## src/rtl/gcd_sequencer_if.sv

```systemverilog
// gcd_sequencer_if
//   Bundles the host handshake, the operand/answer register controls and
//   the status outputs of gcd_sequencer.
//   Ports (through modports):
//     start, a_in, b_in        host request and operands
//     a_q, b_q                 A/B register outputs fed back to the sequencer
//     a_ld, a_d, b_ld, b_d     A/B register load enables and next values
//     a_eq_b                   answer register capture strobe (captures a_q)
//     busy, done               run status and one-cycle completion pulse
//     err_zero, err_timeout    error flags for the last run
//     iter_count               subtractions in the current or last run
//   slave  : used by gcd_sequencer
//   master : used by the host / datapath side
interface gcd_sequencer_if #(
    parameter int W  = 16,
    parameter int CW = 16
);
    logic          start;
    logic [W-1:0]  a_in;
    logic [W-1:0]  b_in;
    logic [W-1:0]  a_q;
    logic [W-1:0]  b_q;
    logic          a_ld;
    logic [W-1:0]  a_d;
    logic          b_ld;
    logic [W-1:0]  b_d;
    logic          a_eq_b;
    logic          busy;
    logic          done;
    logic          err_zero;
    logic          err_timeout;
    logic [CW-1:0] iter_count;

    modport slave (
        input  start, a_in, b_in, a_q, b_q,
        output a_ld, a_d, b_ld, b_d, a_eq_b, busy, done,
               err_zero, err_timeout, iter_count
    );

    modport master (
        output start, a_in, b_in, a_q, b_q,
        input  a_ld, a_d, b_ld, b_d, a_eq_b, busy, done,
               err_zero, err_timeout, iter_count
    );
endinterface

```

## src/rtl/gcd_sequencer.sv

```systemverilog
// gcd_sequencer
//   Control and next-value stage for a subtractive Euclid GCD datapath.
//   Loads the external A/B registers, reads them back, subtracts the
//   smaller from the larger until they match, then strobes the answer
//   register. Flags both-zero operands and aborts at MAX_ITER subtractions.
//   Ports:
//     clk   rising-edge clock
//     rst   synchronous active-high reset
//     bus   gcd_sequencer_if.slave (handshake, register controls, status)
module gcd_sequencer #(
    parameter int W        = 16,
    parameter int CW       = 16,
    parameter int MAX_ITER = 65535
) (
    input logic            clk,
    input logic            rst,
    gcd_sequencer_if.slave bus
);

    typedef enum logic [1:0] {IDLE, CHECK, RUN, DONE} state_t;

    state_t        state;
    state_t        state_next;

    logic          err_zero_r;
    logic          err_timeout_r;
    logic [CW-1:0] iter_r;

    // Event qualifiers decoded alongside the outputs for the register block.
    logic          accept;
    logic          both_zero;
    logic          timeout_hit;
    logic          step;

    logic          a_ld;
    logic          b_ld;
    logic [W-1:0]  a_d;
    logic [W-1:0]  b_d;
    logic          a_eq_b;
    logic          busy;
    logic          done;

    always_ff @(posedge clk) begin
        if (rst) begin
            state         <= IDLE;
            err_zero_r    <= 1'b0;
            err_timeout_r <= 1'b0;
            iter_r        <= '0;
        end else begin
            state <= state_next;
            if (accept) begin
                err_zero_r    <= 1'b0;
                err_timeout_r <= 1'b0;
                iter_r        <= '0;
            end
            if (both_zero)   err_zero_r    <= 1'b1;
            if (timeout_hit) err_timeout_r <= 1'b1;
            if (step)        iter_r        <= iter_r + 1'b1;
        end
    end

    // Outputs are gated by rst so a reset mid-run suppresses loads and
    // strobes in the very cycle it is asserted.
    always_comb begin
        state_next  = state;
        a_ld        = 1'b0;
        b_ld        = 1'b0;
        a_d         = '0;
        b_d         = '0;
        a_eq_b      = 1'b0;
        busy        = 1'b0;
        done        = 1'b0;
        accept      = 1'b0;
        both_zero   = 1'b0;
        timeout_hit = 1'b0;
        step        = 1'b0;
        if (!rst) begin
            case (state)
                IDLE: begin
                    if (bus.start) begin
                        accept     = 1'b1;
                        a_ld       = 1'b1;
                        b_ld       = 1'b1;
                        a_d        = bus.a_in;
                        b_d        = bus.b_in;
                        state_next = CHECK;
                    end
                end
                CHECK: begin
                    busy = 1'b1;
                    // A zero operand makes the GCD the other operand; loading
                    // it into both registers lets RUN finish on equality.
                    if (bus.a_q == '0 || bus.b_q == '0) begin
                        a_ld = 1'b1;
                        b_ld = 1'b1;
                        a_d  = bus.a_q | bus.b_q;
                        b_d  = bus.a_q | bus.b_q;
                    end
                    both_zero  = (bus.a_q == '0) && (bus.b_q == '0);
                    state_next = RUN;
                end
                RUN: begin
                    busy = 1'b1;
                    if (bus.a_q == bus.b_q) begin
                        a_eq_b     = 1'b1;
                        state_next = DONE;
                    end else if (iter_r == CW'(MAX_ITER)) begin
                        timeout_hit = 1'b1;
                        state_next  = DONE;
                    end else if (bus.a_q > bus.b_q) begin
                        a_ld = 1'b1;
                        a_d  = bus.a_q - bus.b_q;
                        step = 1'b1;
                    end else begin
                        b_ld = 1'b1;
                        b_d  = bus.b_q - bus.a_q;
                        step = 1'b1;
                    end
                end
                DONE: begin
                    done       = 1'b1;
                    state_next = IDLE;
                end
                default: state_next = IDLE;
            endcase
        end
    end

    assign bus.a_ld        = a_ld;
    assign bus.a_d         = a_d;
    assign bus.b_ld        = b_ld;
    assign bus.b_d         = b_d;
    assign bus.a_eq_b      = a_eq_b;
    assign bus.busy        = busy;
    assign bus.done        = done;
    assign bus.err_zero    = err_zero_r;
    assign bus.err_timeout = err_timeout_r;
    assign bus.iter_count  = iter_r;

endmodule

```

## src/flat_wrapper.sv

```systemverilog
// flat-port wrapper written by rule: the top's interface ports become plain ports
module gcd_sequencer_flat 
#(
    parameter int W        = 16,
    parameter int CW       = 16,
    parameter int MAX_ITER = 65535
)
  (clk, rst, bus_start, bus_a_in, bus_b_in, bus_a_q, bus_b_q, bus_a_ld, bus_a_d, bus_b_ld, bus_b_d, bus_a_eq_b, bus_busy, bus_done, bus_err_zero, bus_err_timeout, bus_iter_count);
  gcd_sequencer_if #(.W(W), .CW(CW)) bus_i ();
  input logic clk;
  input logic rst;
  input wire logic [$bits(bus_i.start)-1:0] bus_start;
  input wire logic [$bits(bus_i.a_in)-1:0] bus_a_in;
  input wire logic [$bits(bus_i.b_in)-1:0] bus_b_in;
  input wire logic [$bits(bus_i.a_q)-1:0] bus_a_q;
  input wire logic [$bits(bus_i.b_q)-1:0] bus_b_q;
  output wire logic [$bits(bus_i.a_ld)-1:0] bus_a_ld;
  output wire logic [$bits(bus_i.a_d)-1:0] bus_a_d;
  output wire logic [$bits(bus_i.b_ld)-1:0] bus_b_ld;
  output wire logic [$bits(bus_i.b_d)-1:0] bus_b_d;
  output wire logic [$bits(bus_i.a_eq_b)-1:0] bus_a_eq_b;
  output wire logic [$bits(bus_i.busy)-1:0] bus_busy;
  output wire logic [$bits(bus_i.done)-1:0] bus_done;
  output wire logic [$bits(bus_i.err_zero)-1:0] bus_err_zero;
  output wire logic [$bits(bus_i.err_timeout)-1:0] bus_err_timeout;
  output wire logic [$bits(bus_i.iter_count)-1:0] bus_iter_count;
  assign bus_i.start = bus_start;
  assign bus_i.a_in = bus_a_in;
  assign bus_i.b_in = bus_b_in;
  assign bus_i.a_q = bus_a_q;
  assign bus_i.b_q = bus_b_q;
  assign bus_a_ld = bus_i.a_ld;
  assign bus_a_d = bus_i.a_d;
  assign bus_b_ld = bus_i.b_ld;
  assign bus_b_d = bus_i.b_d;
  assign bus_a_eq_b = bus_i.a_eq_b;
  assign bus_busy = bus_i.busy;
  assign bus_done = bus_i.done;
  assign bus_err_zero = bus_i.err_zero;
  assign bus_err_timeout = bus_i.err_timeout;
  assign bus_iter_count = bus_i.iter_count;
  gcd_sequencer #(.W(W), .CW(CW), .MAX_ITER(MAX_ITER)) u_core (.clk(clk), .rst(rst), .bus(bus_i));
endmodule
```

## config.mk

```make
export PLATFORM = sky130hd
export DESIGN_NAME = gcd_sequencer_flat
export DESIGN_NICKNAME = d
export VERILOG_FILES = /design/src/rtl/gcd_sequencer_if.sv /design/src/rtl/gcd_sequencer.sv /design/src/flat_wrapper.sv
export SDC_FILE = /design/constraint.sdc
export NUM_CORES = 1
export LEC_CHECK = 0
export BUFFER_PORTS_ARGS = -buffer_cell sky130_fd_sc_hd__buf_2
export CAP_MARGIN = 0
export CORE_ASPECT_RATIO = 0.6
export CORE_MARGIN = 3
export CORE_UTILIZATION = 45
export DETAILED_ROUTE_END_ITERATION = 6
export PLACE_DENSITY_LB_ADDON = 0.12
export SYNTH_ARGS = -nofsm -noshare
export SYNTH_HDL_FRONTEND = slang
export SYNTH_SLANG_ARGS = --single-unit
export TNS_END_PERCENT = 1
```

## constraint.sdc

```tcl
create_clock -name clk -period 5.9 [get_ports clk]
set_clock_uncertainty 0.05 [all_clocks]
set_input_delay 0.295 -clock clk [delete_from_list [all_inputs] [get_ports clk]]
set_output_delay 0.295 -clock clk [all_outputs]
set_load 0.05 [all_outputs]
```

==> impl_metrics.json <==
{
  "cap_violations": 0,
  "peakVddDrop_uv": 210,
  "max_freq_mhz": 253,
  "htree_levels": 1,
  "period_minus_slack_ns": 3.96,
  "io_pins": 122,
  "finalSetupViolCount": 0,
  "io_buffers": 121,
  "power.total_mw": 1.09,
  "path_clk_slew_ns": 0.06,
  "antenna_left": 0,
  "min_from": "bus_a_q[6]",
  "place.gp.congestion": 1.00,
  "critPathMaxStageDelay_ns": 0.63,
  "layout.nets": 751,
  "yosys-top-cells-count": "a21oi_1 (68), nor2_1 (67), ha_1 (53)",
  "routed_wl_mm": 14.0,
  "ff2ff_setup_slack_ns": 3.12,
  "cp-end-kind": "output pin",
  "grt_pass1_vias": 3835,
  "setup.worst_path.start_class": "input pin",
  "status": "finished, final reports clean",
  "dpl.cell_count": 728,
  "dr.pass1.iters": 5,
  "dieWidth_um": 122,
  "post-route-period-util_pct": 67.1,
  "vias_per_cell": 5.90,
  "dp_hpwl_mm": 11.7,
  "post-route-drc-count": 0,
  "yosysWarnings": 0,
  "synth_edf_count": 0,
  "cellPowerDensity_mw_per_mm2": 250,
  "rr_worst_depth": 7,
  "cp_slowest_cell": "nand3_1",
  "routedWlPerCell_um": 19.1,
  "antenna_found_initial": 1,
  "crit_type": "in -> out",
  "synth_top_area_share_pct": 18.3,
  "min_to": "u_core.bus.err_zero",
  "grt_max_degree": 36,
  "hold_viol": 0,
  "path_max_fanout": 15,
  "die_area_mm2": 0.00919,
  "dieHeight_um": 75.5,
  "tightest_slew_ns": 1.08,
  "synthesis.nets": 649,
  "cts_buffers": 3,
  "cts_num_sinks": 20,
  "ys.flop_type": "dfxtp_1",
  "core_mm2": 0.00754,
  "yosysSeqAreaShare_pct": 11.1,
  "timing.rr.start": "u_core.bus.iter_count[0]",
  "crit_start": "bus_a_q[0]",
  "overflow": 0,
  "start_util_pct": 48.0,
  "slew_violations": 0,
  "ctsResizeCount": 0,
  "rsz0062_at_grt": "no",
  "yosysMostFrequentCell": "a21oi_1",
  "hold_depth": 4,
  "drt_iter0_drc": 528,
  "std_cell_rows": 24,
  "drive_gt1_share_pct": 21.7,
  "setup_tns_ns": 0,
  "instances_no_fill": 732,
  "syn-cell-area_mm2": 0.00362,
  "path_cells": "buf_2, inv_1, ha_1, inv_1, fa_1, nand2b_1, a211o_1, a31oi_1, a211oi_2, nand3_1, o22ai_1, buf_2",
  "post-cts-setup-buffers": 0,
  "cts_hold_buf": 0,
  "power_leakage_nw": 2.10,
  "holdCritPathClass": "in -> reg",
  "dp_slack_ns": 2.10,
  "antenna_cells": 0,
  "syn_area_per_cell_um2": 6.87,
  "relSlewSlack_pct": 27.7,
  "cp.arrival_ns": 3.61,
  "timing.final.ws_setup_ns": 1.94,
  "clock_path_buffers": 2,
  "synth_top_cell_by_area": "ha_1",
  "r2r_end": "u_core.bus.iter_count[7]",
  "area_growth_pct": 20.2,
  "vias": 4322,
  "ys_top_cells_by_area": "ha_1 (18%), dfxtp_1 (11%), a21oi_1 (9.4%)",
  "ys_types": 58,
  "clk_latency_ns": 0.26,
  "grt_pass1_wl_mm": 21.0,
  "netlist_instances": 527,
  "synthArstFlopShare_pct": 0,
  "worstPathRequired_ns": 5.56,
  "cts_tree": "built",
  "grt.total_usage_pct": 29.4,
  "synth-seq-cells": 20,
  "clockRootBuffer": "clkbuf_16"
}
==> logic make-up (layout without fill, tap and decap cells) <==
family | count (synthesis) | count (layout) | synth area share, %
adder cells (fa/ha/maj) | 55 | 55 | 19.4
AND/OR/NAND/NOR | 175 | 175 | 24.4
AO/OA/AOI/OAI | 173 | 173 | 30.5
flip-flops | 20 | 20 | 11.1
XOR/XNOR | 25 | 25 | 6.05
buffers and inverters | 79 | 180 | 8.54
==> cell usage in the layout (no fill, tap or decap), types with 3 or more instances in the layout <==
cell type    n
a211oi_1    13
a21oi_1     68
a311oi_1     3
a31oi_1     10
and2_1       3
and3_1       5
and4_1       4
buf_2      121
clkbuf_16    3
dfxtp_1     20
ha_1        53
inv_1       51
nand2_1     21
nand2b_1     7
nand3_1     11
nand3b_1     4
nand4_1      3
nor2_1      67
nor2b_1     13
nor3_1       8
nor4_1      13
o211ai_1     4
o21a_1       4
o21ai_0     12
o22ai_1     27
o31ai_1      7
or2_2        4
or4_1        3
xnor2_1     22
xor2_1       3
==> power breakdown <==
group / internal [mW] / switching (mW)
Combinational: 0.222 / 0.551
Clock: 0.104 / 0.0538
Sequential: 0.144 / 0.0118
==> worst max path at each step <==
stage | to | slack, ns | depth (start not counted)
finish | bus_b_d[0] | 1.94 | 12
global route | bus_b_d[0] | 1.69 | 10
CTS | bus_b_d[11] | 2.09 | 12
detailed placement | bus_b_d[11] | 2.10 | 12
global placement | bus_b_d[11] | 2.12 | 10
floorplan | bus_a_d[11] | 2.46 | 9
==> layout make-up <==
type	instances	area (um^2)
sequential	20	400
timing repair buffer	123	621
inverter	53	199
clock buffer	4	88.8
tap	104	130
fill	748	3190
multi-input combinational	428	2910
==> state kept, by name (all words and copies together), names as in the netlist <==
register / cells
u_core.bus.iter_count: 16
u_core.state: 2
u_core.bus.err_timeout: 1
u_core.bus.err_zero: 1
==> per-stage QoR <==
step           hold slack (ns)  utilization [%]  cell area, um^2
2_1_floorplan            0.435                -             3620
3_3_place_gp             0.392             56.5             4260
3_5_place_dp             0.394             56.5             4260
4_1_cts                  0.355             57.7             4350
5_1_grt                  0.408             57.7             4350
6_report                 0.355             57.7             4350
==> critical path, delay by kind of cell <==
family / cells / cell delay, ns
adder cells (fa/ha/maj): 2 / 0.63
AO/OA/AOI/OAI: 4 / 1.21
AND/OR/NAND/NOR: 2 / 0.78
buffers and inverters: 4 / 0.67
==> per-layer routing <==
metal	global-route usage (%)	share of wire (%)	vias to the layer above
met5	0	0.093	-
met4	0.870	0.21	2
met3	10.3	13	6
met2	39.2	36	225
met1	46.5	51	1991
li1	-	-	2098
(Power assumes the default switching activity.)
